===== config.mk =====
export PLATFORM = sky130hd
export DESIGN_NAME = layers_sched_flat
export DESIGN_NICKNAME = d
export VERILOG_FILES = /design/src/rtl/layers_sched_if.sv /design/src/rtl/layers_sched.sv /design/src/flat_wrapper.sv
export SDC_FILE = /design/constraint.sdc
export NUM_CORES = 1
export LEC_CHECK = 0
export CAP_MARGIN = 20
export CORE_UTILIZATION = 52
export DETAILED_ROUTE_END_ITERATION = 16
export GPL_TIMING_DRIVEN = 0
export HOLD_SLACK_MARGIN = 0.06
export PLACE_DENSITY = 0.91
export SLEW_MARGIN = 10
export SYNTH_ARGS = -nofsm -noshare
export SYNTH_HDL_FRONTEND = slang
export SYNTH_SLANG_ARGS = --single-unit

===== constraint.sdc =====
create_clock -name clk -period 3.25 [get_ports clk]
set_input_delay 0.975 -clock clk [delete_from_list [all_inputs] [get_ports clk]]
set_output_delay 0.975 -clock clk [all_outputs]
set_load 0.005 [all_outputs]

===== src/rtl/layers_sched_if.sv =====
// Command, config-bus, image-gate, result-monitor and status signals around layers_sched.
// master is the scheduler side, slave is the control/layers side.
interface layers_sched_if #(
    parameter int CFG_DWIDTH = 32,
    parameter int CFG_AWIDTH = 5,
    parameter int CNT_WIDTH  = 16
);
    logic [32+2*CNT_WIDTH-1:0] cmd_data;
    logic                      cmd_val;
    logic                      cmd_rdy;
    logic [CFG_DWIDTH-1:0]     cfg_data;
    logic [CFG_AWIDTH-1:0]     cfg_addr;
    logic                      cfg_valid;
    logic                      up_image_last;
    logic                      up_image_val;
    logic                      up_image_rdy;
    logic                      image_val;
    logic                      image_rdy;
    logic                      result_val;
    logic                      result_rdy;
    logic                      busy;
    logic                      done;
    logic                      err;

    modport master (
        input  cmd_data, cmd_val, up_image_last, up_image_val, image_rdy, result_val, result_rdy,
        output cmd_rdy, cfg_data, cfg_addr, cfg_valid, up_image_rdy, image_val, busy, done, err
    );

    modport slave (
        output cmd_data, cmd_val, up_image_last, up_image_val, image_rdy, result_val, result_rdy,
        input  cmd_rdy, cfg_data, cfg_addr, cfg_valid, up_image_rdy, image_val, busy, done, err
    );
endinterface


===== src/rtl/layers_sched.sv =====
// Layer sequencer: one cfg write, settle, gate grp_nb image groups, count res_nb results, then done/err.
// Cfg strobe one cycle after cmd accept; image gate is combinational in RUN only, blocked elsewhere.
module layers_sched #(
    parameter int                    CFG_DWIDTH = 32,
    parameter int                    CFG_AWIDTH = 5,
    parameter logic [CFG_AWIDTH-1:0] CFG_ADDR   = 5'd4,
    parameter int                    CNT_WIDTH  = 16,
    parameter int                    SETTLE_CYC = 2,
    parameter int                    TIMEOUT    = 1024
) (
    input  logic          clk,
    input  logic          rst,
    layers_sched_if.master io
);
    typedef enum logic [2:0] {S_IDLE, S_CFG, S_SETTLE, S_RUN, S_DRAIN, S_DONE} state_t;

    localparam int SW = (SETTLE_CYC > 1) ? $clog2(SETTLE_CYC) : 1;
    localparam int TW = $clog2(TIMEOUT + 1);

    state_t               state, state_nx;
    logic [CNT_WIDTH-1:0] res_nb, grp_nb, res_cnt, grp_cnt, res_cnt_nx, grp_cnt_nx;
    logic [SW-1:0]        settle_cnt;
    logic [TW-1:0]        to_cnt;
    logic                 cmd_hs, last_hs, res_hs, active, timed_out;

    assign cmd_hs  = (state == S_IDLE) & io.cmd_val & io.cmd_rdy;
    assign last_hs = (state == S_RUN) & io.up_image_val & io.image_rdy & io.up_image_last;
    assign active  = (state == S_CFG) | (state == S_SETTLE) | (state == S_RUN) | (state == S_DRAIN);
    assign res_hs  = active & io.result_val & io.result_rdy;

    // Results beyond the commanded count are dropped: the counter parks at res_nb.
    assign res_cnt_nx = (res_hs && res_cnt != res_nb) ? res_cnt + CNT_WIDTH'(1) : res_cnt;
    assign grp_cnt_nx = last_hs ? grp_cnt + CNT_WIDTH'(1) : grp_cnt;

    assign io.image_val    = (state == S_RUN) & io.up_image_val;
    assign io.up_image_rdy = (state == S_RUN) & io.image_rdy;

    always_comb begin
        state_nx  = state;
        timed_out = 1'b0;
        case (state)
            S_IDLE:   if (cmd_hs) state_nx = S_CFG;
            S_CFG:    state_nx = S_SETTLE;
            S_SETTLE: if (settle_cnt == SW'(SETTLE_CYC - 1))
                          state_nx = (grp_nb == '0) ? S_DRAIN : S_RUN;
            S_RUN:    if (last_hs && grp_cnt_nx == grp_nb) state_nx = S_DRAIN;
            S_DRAIN: begin
                // Counting the in-flight handshake lets done follow the final result by one cycle.
                if (res_cnt_nx == res_nb) begin
                    state_nx = S_DONE;
                end else if (!res_hs && to_cnt == TW'(TIMEOUT - 1)) begin
                    state_nx  = S_DONE;
                    timed_out = 1'b1;
                end
            end
            S_DONE:   state_nx = S_IDLE;
            default:  state_nx = S_IDLE;
        endcase
    end

    always_ff @(posedge clk or negedge rst) begin
        if (!rst) begin
            state      <= S_IDLE;
            res_nb     <= '0;
            grp_nb     <= '0;
            res_cnt    <= '0;
            grp_cnt    <= '0;
            settle_cnt <= '0;
            to_cnt     <= '0;
        end else begin
            state      <= state_nx;
            settle_cnt <= (state == S_SETTLE) ? settle_cnt + SW'(1) : '0;
            to_cnt     <= (state == S_DRAIN && !res_hs) ? to_cnt + TW'(1) : '0;
            if (cmd_hs) begin
                res_nb  <= io.cmd_data[32+CNT_WIDTH +: CNT_WIDTH];
                grp_nb  <= io.cmd_data[32 +: CNT_WIDTH];
                res_cnt <= '0;
                grp_cnt <= '0;
            end else begin
                res_cnt <= res_cnt_nx;
                grp_cnt <= grp_cnt_nx;
            end
        end
    end

    // Status and cfg outputs are flops decoded from the next state so they line up with it.
    always_ff @(posedge clk or negedge rst) begin
        if (!rst) begin
            io.cmd_rdy   <= 1'b0;
            io.busy      <= 1'b0;
            io.cfg_valid <= 1'b0;
            io.cfg_addr  <= '0;
            io.cfg_data  <= '0;
            io.done      <= 1'b0;
            io.err       <= 1'b0;
        end else begin
            io.cmd_rdy   <= (state_nx == S_IDLE);
            io.busy      <= (state_nx != S_IDLE);
            io.cfg_valid <= (state_nx == S_CFG);
            io.cfg_addr  <= (state_nx == S_CFG) ? CFG_ADDR : '0;
            io.cfg_data  <= (state_nx == S_CFG) ? CFG_DWIDTH'(io.cmd_data[31:0]) : '0;
            io.done      <= (state_nx == S_DONE);
            io.err       <= timed_out;
        end
    end
endmodule


===== src/flat_wrapper.sv =====
// flat-port wrapper written by rule: the top's interface ports become plain ports
module layers_sched_flat 
#(
    parameter int                    CFG_DWIDTH = 32,
    parameter int                    CFG_AWIDTH = 5,
    parameter logic [CFG_AWIDTH-1:0] CFG_ADDR   = 5'd4,
    parameter int                    CNT_WIDTH  = 16,
    parameter int                    SETTLE_CYC = 2,
    parameter int                    TIMEOUT    = 1024
)
  (clk, rst, io_cmd_data, io_cmd_val, io_up_image_last, io_up_image_val, io_image_rdy, io_result_val, io_result_rdy, io_cmd_rdy, io_cfg_data, io_cfg_addr, io_cfg_valid, io_up_image_rdy, io_image_val, io_busy, io_done, io_err);
  layers_sched_if #(.CFG_DWIDTH(CFG_DWIDTH), .CFG_AWIDTH(CFG_AWIDTH), .CNT_WIDTH(CNT_WIDTH)) io_i ();
  input  logic clk;
  input  logic rst;
  input wire logic [$bits(io_i.cmd_data)-1:0] io_cmd_data;
  input wire logic [$bits(io_i.cmd_val)-1:0] io_cmd_val;
  input wire logic [$bits(io_i.up_image_last)-1:0] io_up_image_last;
  input wire logic [$bits(io_i.up_image_val)-1:0] io_up_image_val;
  input wire logic [$bits(io_i.image_rdy)-1:0] io_image_rdy;
  input wire logic [$bits(io_i.result_val)-1:0] io_result_val;
  input wire logic [$bits(io_i.result_rdy)-1:0] io_result_rdy;
  output wire logic [$bits(io_i.cmd_rdy)-1:0] io_cmd_rdy;
  output wire logic [$bits(io_i.cfg_data)-1:0] io_cfg_data;
  output wire logic [$bits(io_i.cfg_addr)-1:0] io_cfg_addr;
  output wire logic [$bits(io_i.cfg_valid)-1:0] io_cfg_valid;
  output wire logic [$bits(io_i.up_image_rdy)-1:0] io_up_image_rdy;
  output wire logic [$bits(io_i.image_val)-1:0] io_image_val;
  output wire logic [$bits(io_i.busy)-1:0] io_busy;
  output wire logic [$bits(io_i.done)-1:0] io_done;
  output wire logic [$bits(io_i.err)-1:0] io_err;
  assign io_i.cmd_data = io_cmd_data;
  assign io_i.cmd_val = io_cmd_val;
  assign io_i.up_image_last = io_up_image_last;
  assign io_i.up_image_val = io_up_image_val;
  assign io_i.image_rdy = io_image_rdy;
  assign io_i.result_val = io_result_val;
  assign io_i.result_rdy = io_result_rdy;
  assign io_cmd_rdy = io_i.cmd_rdy;
  assign io_cfg_data = io_i.cfg_data;
  assign io_cfg_addr = io_i.cfg_addr;
  assign io_cfg_valid = io_i.cfg_valid;
  assign io_up_image_rdy = io_i.up_image_rdy;
  assign io_image_val = io_i.image_val;
  assign io_busy = io_i.busy;
  assign io_done = io_i.done;
  assign io_err = io_i.err;
  layers_sched #(.CFG_DWIDTH(CFG_DWIDTH), .CFG_AWIDTH(CFG_AWIDTH), .CFG_ADDR(CFG_ADDR), .CNT_WIDTH(CNT_WIDTH), .SETTLE_CYC(SETTLE_CYC), .TIMEOUT(TIMEOUT)) u_core (.clk(clk), .rst(rst), .io(io_i));
endmodule

==> results by group <==
Logic synthesis
  – Post-synth top area share: 49.95%
  – Most numerous cell in the Yosys netlist: dfrtp_1
  – Synth top cells by count: 116 x dfrtp_1, 61 x nor2_1, 40 x xor2_1, 36 x and2_1, 32 x xnor2_1
  – Post-synth EDFFs: 0
  – Yosys cell types: 58
  – Synthesized area: 5812 um2
  – Seq/Total Area, Yosys: approximately 50%
  – Syn Area/Cell: around 10 um2
  – Synth Warn #: 0
  – Area contributors post-synth: dfrtp_1 50%, xor2_1 6.0%, mux2_2 5.6%
  – Post-synthesis register bit count: about 120
  – Dominant cell type by area after synthesis: dfrtp_1
  – Synth Instances: approximately 560
  – Ys async rst share: 100.0%
  – Synth Flop Type: dfrtp_1

Global route
  – Vias in the first global route: roughly 4900
  – GRT Total Usage: 27.45%
  – Overflow after GRT: 0
  – Antenna violations before repair: 0
  – Largest net degree at the start of global routing: 84
  – First-pass GRT wire length: 23.76 mm

STA
  – Final setup vio count: 0
  – Hold Violations, Final: 0
  – Rel. slew slack: 40.23%
  – Max-slew violations: 0
  – Max Freq: approximately 310 MHz
  – Min Tclk post-route: around 3200 ps
  – Final worst slack: 55.50 ps
  – Final Skew: 6.624 ps
  – Least-Margin Pin Slew: around 890 ps
  – RSZ-0062 raised after global routing: yes
  – Fin crit share: 98.29%

Detailed routing
  – Total Wirelength: 14.48 mm
  – First drt pass iteration count: 4
  – Final antenna-violating net count: 0
  – Routed wire length per instance: 17.09 um
  – Vias: 4677
  – Initial DRC count: 248
  – DR vias/cell: ~5.5
  – Residual DRC: 0

Clock network
  – Later-pin clock latency in the skew report: ~520 ps
  – H-Tree Depth: 4
  – Cts bufs inserted: 17
  – Sink Count: 116
  – Clock Tree Root: clkbuf_8
  – TritonCTS clock tree: yes
  – Hold buffers post-CTS: 0
  – Clock buffer depth: 2
  – Clock slew seen by the registers of the worst setup and hold paths: 60 ps

Floorplanning
  – Die area: 11600 um2
  – Initial Util: between 50 and 60%
  – Chip width: 107.7 um
  – Row cnt: 38
  – IO Pins: 116
  – Core Box Area: 10890 um2
  – Die H: 107.7 um

Placed design
  – GPL Wtd Cong: 0.9023
  – Placed wire-length estimate: 10.39 mm
  – # port buffers: 111
  – Setup WS pre-CTS: -923.5 ps

Flow run
  – Max Cap Violations: 0

Power and ir drop
  – Pwr/cell area: 486.9 nW/um2
  – Pleak: 3.538 nW
  – Pwr Total: between 3 and 4 mW
  – Worst vdd ir: 0.4596 mV

Critical path
  – Crit Path Category: in2reg
  – Critical path fanouts, max: 3
  – CP required: ~3700 ps
  – Crit path DAT: 3610 ps
  – CP Capture Type: flop
  – CP Launch Type: primary input

Layout
  – Nets: 769
  – Area grow syn2layout: 33.52%
  – Layout cells sized above 1: 13.30%
  – Fillcell total: 739
  – N_diodes: 0

Outcome
  – Outcome: finished clean

Hold path
  – Worst hold path class: in2async
worst paths after layout:
check / from / end / slack (ps) / depth (start not counted)
max reg2reg: u_core.res_cnt[7] / u_core.io.done / 100 / 10
min: rst / u_core.res_nb[12] / 330 / 1
min in group clk: u_core.to_cnt[0] / u_core.to_cnt[0] / 490 / 1
max in group asynchronous: rst / u_core.io.cfg_data[17] / 2230 / 2
min reg2reg: u_core.to_cnt[0] / u_core.to_cnt[0] / 490 / 1
max: io_result_rdy / u_core.io.done / 60 / 9
metrics by stage:
step / hold slack [ps] / utilization, % / area [um2] / cells / setup TNS [ps]
final: 334.0 / 71.27 / 7760 / 847 / 0
after global routing: 333.7 / 71.27 / 7760 / 847 / -27.55
after CTS: 330.6 / 71.23 / 7755 / 848 / 0
after detailed placement: 476.2 / 65.56 / 7138 / 811 / -6678
after global placement: 443.5 / 65.30 / 7109 / 810 / -364550
after floorplan: 427.6 / - / 5823 / 559 / 0
cell usage in the layout, fill, tap and decap left out, types with 3 or more instances in the layout:
cell type,n
a211oi_1,5
a31oi_1,3
ha_1,3
o21ai_0,15
dfrtp_1,116
nor2_1,61
and4_1,4
and2_1,36
nor4_1,8
xor2_1,40
clkinvlp_4,4
nand4_1,14
xnor2_1,31
clkbuf_1,22
a21oi_1,8
nand4b_1,3
nor2b_1,4
clkinv_4,3
nor3_1,8
or3_1,3
clkbuf_16,16
nand2b_1,8
nand2_1,25
mux2i_1,5
or4_1,3
nor3b_1,3
clkdlybuf4s50_1,107
buf_4,10
mux2_2,29
inv_1,13
nand3_1,24
and3_1,11
conb_1,4
metal layers:
metal | GRT usage [%] | up-vias | routed length [um]
met5 | 0 | - | 0
met3 | 10.17 | 29 | 1258
li1 | - | 2193 | -
met1 | 31.88 | 2266 | 5851
met2 | 45.70 | 189 | 7042
met4 | 11.15 | 0 | 326
kinds of logic after synthesis:
logic type / Yosys count / synth area share, %
and+or+nand+nor: 234 / 22.73
DFF: 116 / 49.95
xor gates and xnor gates: 72 / 10.85
AOI/OAI and AO/OA: 53 / 6.006
buffers and inverters: 43 / 3.272
muxes: 34 / 6.480
adders and majority gates: 3 / 0.6459
other: 1 / 0.06452
worst max-delay path: stages:
cell and delay (ps):
clkdlybuf4s50_1 450, nand2_1 110, or3_1 420, a21oi_2 200
nand2_1 110, or3_1 380, a211oi_1 480, nand4b_1 200
o21ai_0 270
timing repair:
item,in CTS,in global routing
pin swaps,7,3
setup buffers,5,0
gates resized for setup,11,7
setup endpoints to repair,5,6
layout make-up:
class / instances / area [um2] / area share (%)
clock inverter: 11 / 105.1 / 1.354
multi-input combinational: 400 / 2774 / 35.75
inverter: 13 / 48.80 / 0.6288
sequential: 116 / 2903 / 37.41
timing repair buffer: 117 / 1175 / 15.14
clock buffer: 21 / 439.2 / 5.659
buffer: 29 / 140.1 / 1.806
tap: 140 / 175.2 / 2.257
power by group:
group / switching, mW / total [mW] / internal (mW)
sequential: 0.0750 / 1.58 / 1.51
combinational: 0.259 / 0.493 / 0.235
clock: 0.668 / 1.70 / 1.03
registers in the layout, summed over array words and instances (netlist names), 3 cells and up:
signal	count
u_core.res_cnt	16
u_core.grp_nb	16
u_core.res_nb	16
u_core.state	3
u_core.to_cnt	11
u_core.io.cfg_data	32
u_core.grp_cnt	16
Power figures use the tool's default switching activity.
